**src/rtl/al_const_pkg.sv**
```systemverilog
// ============================================================================
// Module : al_const_pkg
// Brief  : Shared sizes, state encoding and default constants for the
//          auto-load constant capture block.
// Rev    : 1.0  initial release
// ============================================================================
`default_nettype none

package al_const_pkg;

  localparam int NWORDS = 34;
  localparam int AW     = 6;
  localparam int DW     = 16;

  // Flash word address of constant word 0; the block spans 0x7FC000..0x7FC021
  // in the last flash parameter block.
  localparam logic [23:0] BASE_WADDR = 24'h7FC000;

  typedef enum logic [1:0] {
    ST_IDLE    = 2'd0,
    ST_LOADING = 2'd1,
    ST_CHECK   = 2'd2,
    ST_DONE    = 2'd3
  } state_t;

  // Word 33 is the 16-bit additive checksum of words 0..32.
  localparam logic [DW-1:0] DEFAULT_CONST [0:NWORDS-1] = '{
    16'h1000, 16'h1001, 16'h1002, 16'h1003, 16'h1004, 16'h1005, 16'h1006,
    16'h1007, 16'h1008, 16'h1009, 16'h100A, 16'h100B, 16'h100C, 16'h100D,
    16'h100E, 16'h100F, 16'h1010, 16'h1011, 16'h1012, 16'h1013, 16'h1014,
    16'h1015, 16'h1016, 16'h1017, 16'h1018, 16'h1019, 16'h101A, 16'h101B,
    16'h101C, 16'h101D, 16'h101E, 16'h101F, 16'h1020, 16'h1210
  };

endpackage

`default_nettype wire

```
**src/rtl/al_const_bank.sv**
```systemverilog
// ============================================================================
// Module : al_const_bank
// Brief  : NWORDS x DW constant register file, one write port and one
//          registered read port with default substitution.
// Rev    : 1.0  initial release
// ============================================================================
`default_nettype none

module al_const_bank
  import al_const_pkg::*;
(
  input  logic          CLK,
  input  logic          RST_N,
  input  logic          i_we,
  input  logic [AW-1:0] i_waddr,
  input  logic [DW-1:0] i_wdata,
  input  logic [AW-1:0] i_raddr,
  input  logic          i_use_bank,
  output logic [DW-1:0] o_rdata,
  output logic [DW-1:0] o_last_word
);

  logic [DW-1:0] r_mem [0:NWORDS-1];
  logic [DW-1:0] r_rdata;
  logic [DW-1:0] w_rd;

  always_ff @(posedge CLK or negedge RST_N) begin
    if (!RST_N) begin
      for (int i = 0; i < NWORDS; i++) r_mem[i] <= '0;
    end else if (i_we && (int'(i_waddr) < NWORDS)) begin
      r_mem[i_waddr] <= i_wdata;
    end
  end

  // Out-of-range addresses read as zero in both bank and default mode.
  always_comb begin
    w_rd = '0;
    if (int'(i_raddr) < NWORDS) begin
      w_rd = i_use_bank ? r_mem[i_raddr] : DEFAULT_CONST[i_raddr];
    end
  end

  always_ff @(posedge CLK or negedge RST_N) begin
    if (!RST_N) r_rdata <= '0;
    else        r_rdata <= w_rd;
  end

  assign o_rdata     = r_rdata;
  assign o_last_word = r_mem[NWORDS-1];

endmodule

`default_nettype wire

```
**src/rtl/al_const_capture.sv**
```systemverilog
// ============================================================================
// Module : al_const_capture
// Brief  : Captures and checksums the auto-load constant block, hands AL_DONE
//          back to the sequencer and serves constants through a read port.
// Rev    : 1.0  initial release
// ============================================================================
`default_nettype none

module al_const_capture
  import al_const_pkg::*;
(
  input  logic          CLK,
  input  logic          RST_N,
  input  logic          AL_START,
  input  logic          AUTO_LOAD_ENA,
  input  logic [AW-1:0] AL_CNT,
  input  logic          RD_VALID,
  input  logic [DW-1:0] RD_DATA_IN,
  input  logic          CLR_AL_DONE,
  output logic          AL_DONE,
  output logic          LOAD_BUSY,
  output logic          CONST_VALID,
  output logic          CSUM_ERR,
  output logic          SEQ_ERR,
  input  logic [AW-1:0] CFG_ADDR,
  output logic [DW-1:0] CFG_DATA
);

  state_t        r_state;
  logic [DW-1:0] r_sum;
  logic [AW-1:0] r_expect;
  logic          r_al_done;
  logic          r_busy;
  logic          r_const_valid;
  logic          r_csum_err;
  logic          r_seq_err;

  logic          w_strobe;
  logic          w_in_range;
  logic          w_capture;
  logic          w_last;
  logic [DW-1:0] w_last_word;

  // AL_START takes priority, so a strobe in its cycle is never a capture.
  assign w_strobe   = RD_VALID & AUTO_LOAD_ENA & (r_state == ST_LOADING) & ~AL_START;
  assign w_in_range = (int'(AL_CNT) < NWORDS);
  assign w_capture  = w_strobe & w_in_range;
  assign w_last     = (int'(AL_CNT) == NWORDS - 1);

  al_const_bank u_bank (
    .CLK         (CLK),
    .RST_N       (RST_N),
    .i_we        (w_capture),
    .i_waddr     (AL_CNT),
    .i_wdata     (RD_DATA_IN),
    .i_raddr     (CFG_ADDR),
    .i_use_bank  (r_const_valid),
    .o_rdata     (CFG_DATA),
    .o_last_word (w_last_word)
  );

  always_ff @(posedge CLK or negedge RST_N) begin
    if (!RST_N) begin
      r_state       <= ST_IDLE;
      r_sum         <= '0;
      r_expect      <= '0;
      r_al_done     <= 1'b0;
      r_busy        <= 1'b0;
      r_const_valid <= 1'b0;
      r_csum_err    <= 1'b0;
      r_seq_err     <= 1'b0;
    end else if (AL_START) begin
      r_state       <= ST_LOADING;
      r_busy        <= 1'b1;
      r_sum         <= '0;
      r_expect      <= '0;
      r_al_done     <= 1'b0;
      r_const_valid <= 1'b0;
      r_csum_err    <= 1'b0;
      r_seq_err     <= 1'b0;
    end else begin
      if (CLR_AL_DONE) r_al_done <= 1'b0;
      case (r_state)
        ST_LOADING: begin
          if (w_strobe) begin
            if (w_in_range) begin
              // Set beats the same-cycle CLR_AL_DONE above.
              r_al_done <= 1'b1;
              r_expect  <= AL_CNT + AW'(1);
              if ((AL_CNT != r_expect) || r_al_done) r_seq_err <= 1'b1;
              if (w_last) r_state <= ST_CHECK;
              else        r_sum   <= r_sum + RD_DATA_IN;
            end else begin
              r_seq_err <= 1'b1;
            end
          end else if (!AUTO_LOAD_ENA) begin
            r_state <= ST_IDLE;
            r_busy  <= 1'b0;
          end
        end
        ST_CHECK: begin
          r_csum_err    <= (w_last_word != r_sum);
          r_const_valid <= (w_last_word == r_sum) & ~r_seq_err;
          r_state       <= ST_DONE;
          r_busy        <= 1'b0;
        end
        default: ;
      endcase
    end
  end

  assign AL_DONE     = r_al_done;
  assign LOAD_BUSY   = r_busy;
  assign CONST_VALID = r_const_valid;
  assign CSUM_ERR    = r_csum_err;
  assign SEQ_ERR     = r_seq_err;

endmodule

`default_nettype wire

```
**config.mk**
```make
export PLATFORM = sky130hd
export DESIGN_NAME = al_const_capture
export DESIGN_NICKNAME = d
export VERILOG_FILES = /design/src/rtl/al_const_pkg.sv /design/src/rtl/al_const_bank.sv /design/src/rtl/al_const_capture.sv
export SDC_FILE = /design/constraint.sdc
export NUM_CORES = 1
export LEC_CHECK = 0
export CAP_MARGIN = 0
export CORE_MARGIN = 5
export CORE_UTILIZATION = 45
export DETAILED_ROUTE_END_ITERATION = 6
export PLACE_DENSITY = 0.65
export SYNTH_ARGS = -nofsm -noshare
export SYNTH_HDL_FRONTEND = slang
export SYNTH_SLANG_ARGS = --single-unit
```
**constraint.sdc**
```tcl
create_clock -name CLK -period 2.4 [get_ports CLK]
set_input_delay 0.6 -clock CLK [delete_from_list [all_inputs] [get_ports CLK]]
set_output_delay 0.6 -clock CLK [all_outputs]
set_load 0.02 [all_outputs]
```
==> run metrics <==
Reg clk slew, reported paths 0.06 ns; Num CTS Buffers 66; r2r startpoint r_sum[0]$_DFFE_PN0P_; Die H ~260 um; post-DP HPWL approximately 50 mm; register area share after synthesis between 50% and 60%; initial drt markers approximately 1400; CTS tree done; pin count of the biggest net entering global routing a little under 80; # fillers between 4000 and 5000; buffers added on ports 54; Post-synth top flop dfrtp_1; RSZ-0062 raised after global routing true; PD cells ~680 mW/mm^2; netlist area before placement approximately 0.028 mm^2; CP Data Required Time between 2 and 3 ns; Avg Cell Area, Syn 14.4 um^2; commonest non-fill, non-tap cell in the layout dfrtp_1; Antenna Violating Nets Remaining 0; Flop pwr share 46.0%; Worst path max stage delay between 0.4 and 0.5 ns; Peak VDD IR approximately 730 uV; first-pass GRT wire length ~110 mm; Slew Limit Fails 0; DR WL/cell approximately 25 um; fin crit share 99.5%; fraction of registers with async set/reset 100%; non-filler cells, final around 3000; Row Count 90; Critical Path Start RD_DATA_IN[0]; Syn-to-layout area delta 20.7%; max_slew headroom between 60% and 70%; gr usage total between 20% and 30%; worst-path fanout max 4; RePlAce Congestion 0.883; Final Setup Violations 0; Leak Pwr 16.2 nW; Ys Warns 0; layout cell share with drive strength beyond 1 46.4%; core area slightly above 0.06 mm^2; total power 22.7 mW; Worst Skew between 0.015 and 0.02 ns; final WL roughly 74 mm; Crit path arrival time approximately 2.9 ns; Vias per Instance 5.85; number of remaining DRC errors 0; I/O pin count 55; DRT Pass-1 Iters 5; Fin. Hold Viols 0; initial antenna violation count 0; Switch Pwr between 5 and 6 mW; vias in the first global route between 15000 and 20000; number of distinct library cells after synthesis 67; worst hold start u_bank.r_mem[177]$_DFFE_PN0P_; worst slew pin tran between 0.5 and 0.6 ns; Max Cap Viol 0; Synth area leader dfrtp_1; Clock Power Share between 40% and 50%; Area contributors post-synth dfrtp_1, mux2_2, mux4_2; Comb pwr share 8.4%; Post-synth EDFFs 0; Synth top area share between 50% and 60%; CP delay by family, top adder cells; Buf+Inv Stages, Crit Path 2; Yosys reg bits between 500 and 600; Syn Nets ~2000; Syn Inst Count around 1900; Initial Util between 40% and 50%; DIE WIDTH ~260 um; worst min path class reg -> reg; htree depth 3; nets about 2200; CTS Root Cell clkbuf_16; min Tclk post-route around 2.4 ns; Final TNS setup 0 ns; Inserted Diodes 0; most frequent cells in the layout dfrtp_1, mux2_2, buf_4; routed vias ~17000; GRT Residual Overflow 0; Worst Hold Slack between 0.4 and 0.5 ns; slowest CP cell clkdlybuf4s50_1; P_int about 17 mW; TritonCTS Sinks 589; Critical Setup Path Class in -> reg; Clk Latency, worst-skew pair ~0.61 ns; crit start category input port; switching share of total power a little under a quarter; crit path capture type flop; Die Footprint roughly 0.066 mm^2; crit-path cells clkdlybuf4s50_1 > ha_1 > inv_1 > fa_1 > nor2b_2 > o31a_1 > o21ai_2 > nor3_2 > mux2_2 > o22ai_1; Max Fclk between 400 and 500 MHz; cell total after placement roughly 2900; outcome complete, no violations; buffer depth of the longest clock path 3; Post-CTS Setup Inserts 0
flip-flops by register name, indices dropped and copies added (netlist names):
signal and cells:
u_bank.r_mem 528, r_sum 16, u_bank.o_last_word 16, u_bank.o_rdata 16, r_expect 6, r_state 2, AL_DONE 1, CONST_VALID 1
CSUM_ERR 1, LOAD_BUSY 1, SEQ_ERR 1
power by group through the flow:
| stage | sequential, mW | clock [mW] | combinational (mW) |
|---|---|---|---|
| floorplan | 10.6 | 0 | 1.00 |
| global placement | 10.6 | 0 | 1.87 |
| detailed placement | 10.6 | 0 | 1.92 |
| CTS | 10.4 | 10.6 | 1.93 |
| global route | 10.5 | 11.0 | 2.07 |
| finish | 10.5 | 10.4 | 1.91 |
timing repair:
action                                  4_1_cts  5_1_grt
hold endpoints to repair                     40        0
cloned                                        0        0
hold buffers                                  1        0
pin swaps                                     1        0
endpoints found under the setup margin        2        4
resized for setup                             4        2
area by class of cell:
cell class                 instances  area, um^2  share of cell area (%)
timing repair buffer             311        3120                    9.35
clock buffer                      90        1880                    5.66
clock inverter                    31         360                    1.08
sequential                       589       14700                    44.2
inverter                          13        48.8                   0.146
tap                              782         978                    2.94
multi-input combinational       1172       12200                    36.6
path summary, 6_finish.rpt:
path                                                  to  slack (ns)  cells past startpoint
min in group asynchronous  u_bank.r_mem[474]$_DFFE_PN0P_        0.56                      2
setup / recovery                   r_sum[12]$_DFFE_PN0P_        0.01                     10
max in group asynchronous        CONST_VALID$_DFFE_PN0P_        0.95                      3
setup reg to reg                   r_sum[12]$_DFFE_PN0P_        0.07                      9
hold / removal             u_bank.r_mem[177]$_DFFE_PN0P_        0.48                      2
hold reg to reg            u_bank.r_mem[177]$_DFFE_PN0P_        0.48                      2
cells in the mapped netlist (all sizes together) (8+ instances only):
| master | number |
|---|---|
| dfrtp | 589 |
| nor4 | 12 |
| mux4 | 130 |
| mux2 | 495 |
| nand2 | 118 |
| nor3 | 20 |
| buf | 45 |
| o22ai | 8 |
| nand4 | 9 |
| inv | 13 |
| a21oi | 45 |
| clkbuf | 103 |
| ha | 17 |
| nor2 | 48 |
| o21ai | 71 |
| xnor2 | 12 |
| xor2 | 20 |
| nand3 | 15 |
| mux2i | 41 |
| a22oi | 32 |
logic make-up (layout without fill, tap and decap cells):
family / Yosys count / after routing / synth area share (%)
AOI/OAI and AO/OA: 202 / 202 / 4.52
buffers and inverters: 161 / 445 / 2.64
adders and majority gates: 18 / 18 / 0.843
DFF: 589 / 589 / 53.4
and+or+nand+nor: 254 / 254 / 4.65
xor gates and xnor gates: 32 / 32 / 1.02
muxes: 666 / 666 / 32.9
stage by stage:
| stage | area (um^2) | utilization [%] | worst slack (ns) |
|---|---|---|---|
| final | 33300 | 55.0 | 0.0131 |
| after global routing | 33300 | 55.0 | -0.0704 |
| after CTS | 33300 | 55.0 | 0.0412 |
| after detailed placement | 31100 | 51.3 | -0.627 |
| after global placement | 31100 | 51.3 | -0.535 |
| after floorplan | 27700 | - | -0.118 |
routing by layer:
metal  vias to the layer above  GRT usage [%]  wire length, um
met3                        88           3.94             3500
met5                         -              0                0
met1                      9379           31.3            32900
met4                         0           4.39             1220
met2                       419           36.6            36100
li1                       7585              -                -
worst min-delay path: stages (launching register included):
cell and delay [ns]:
dfrtp_1 0.34, nand2_1 0.05, o21ai_0 0.06
No activity file was read; power rests on OpenSTA's default activity.
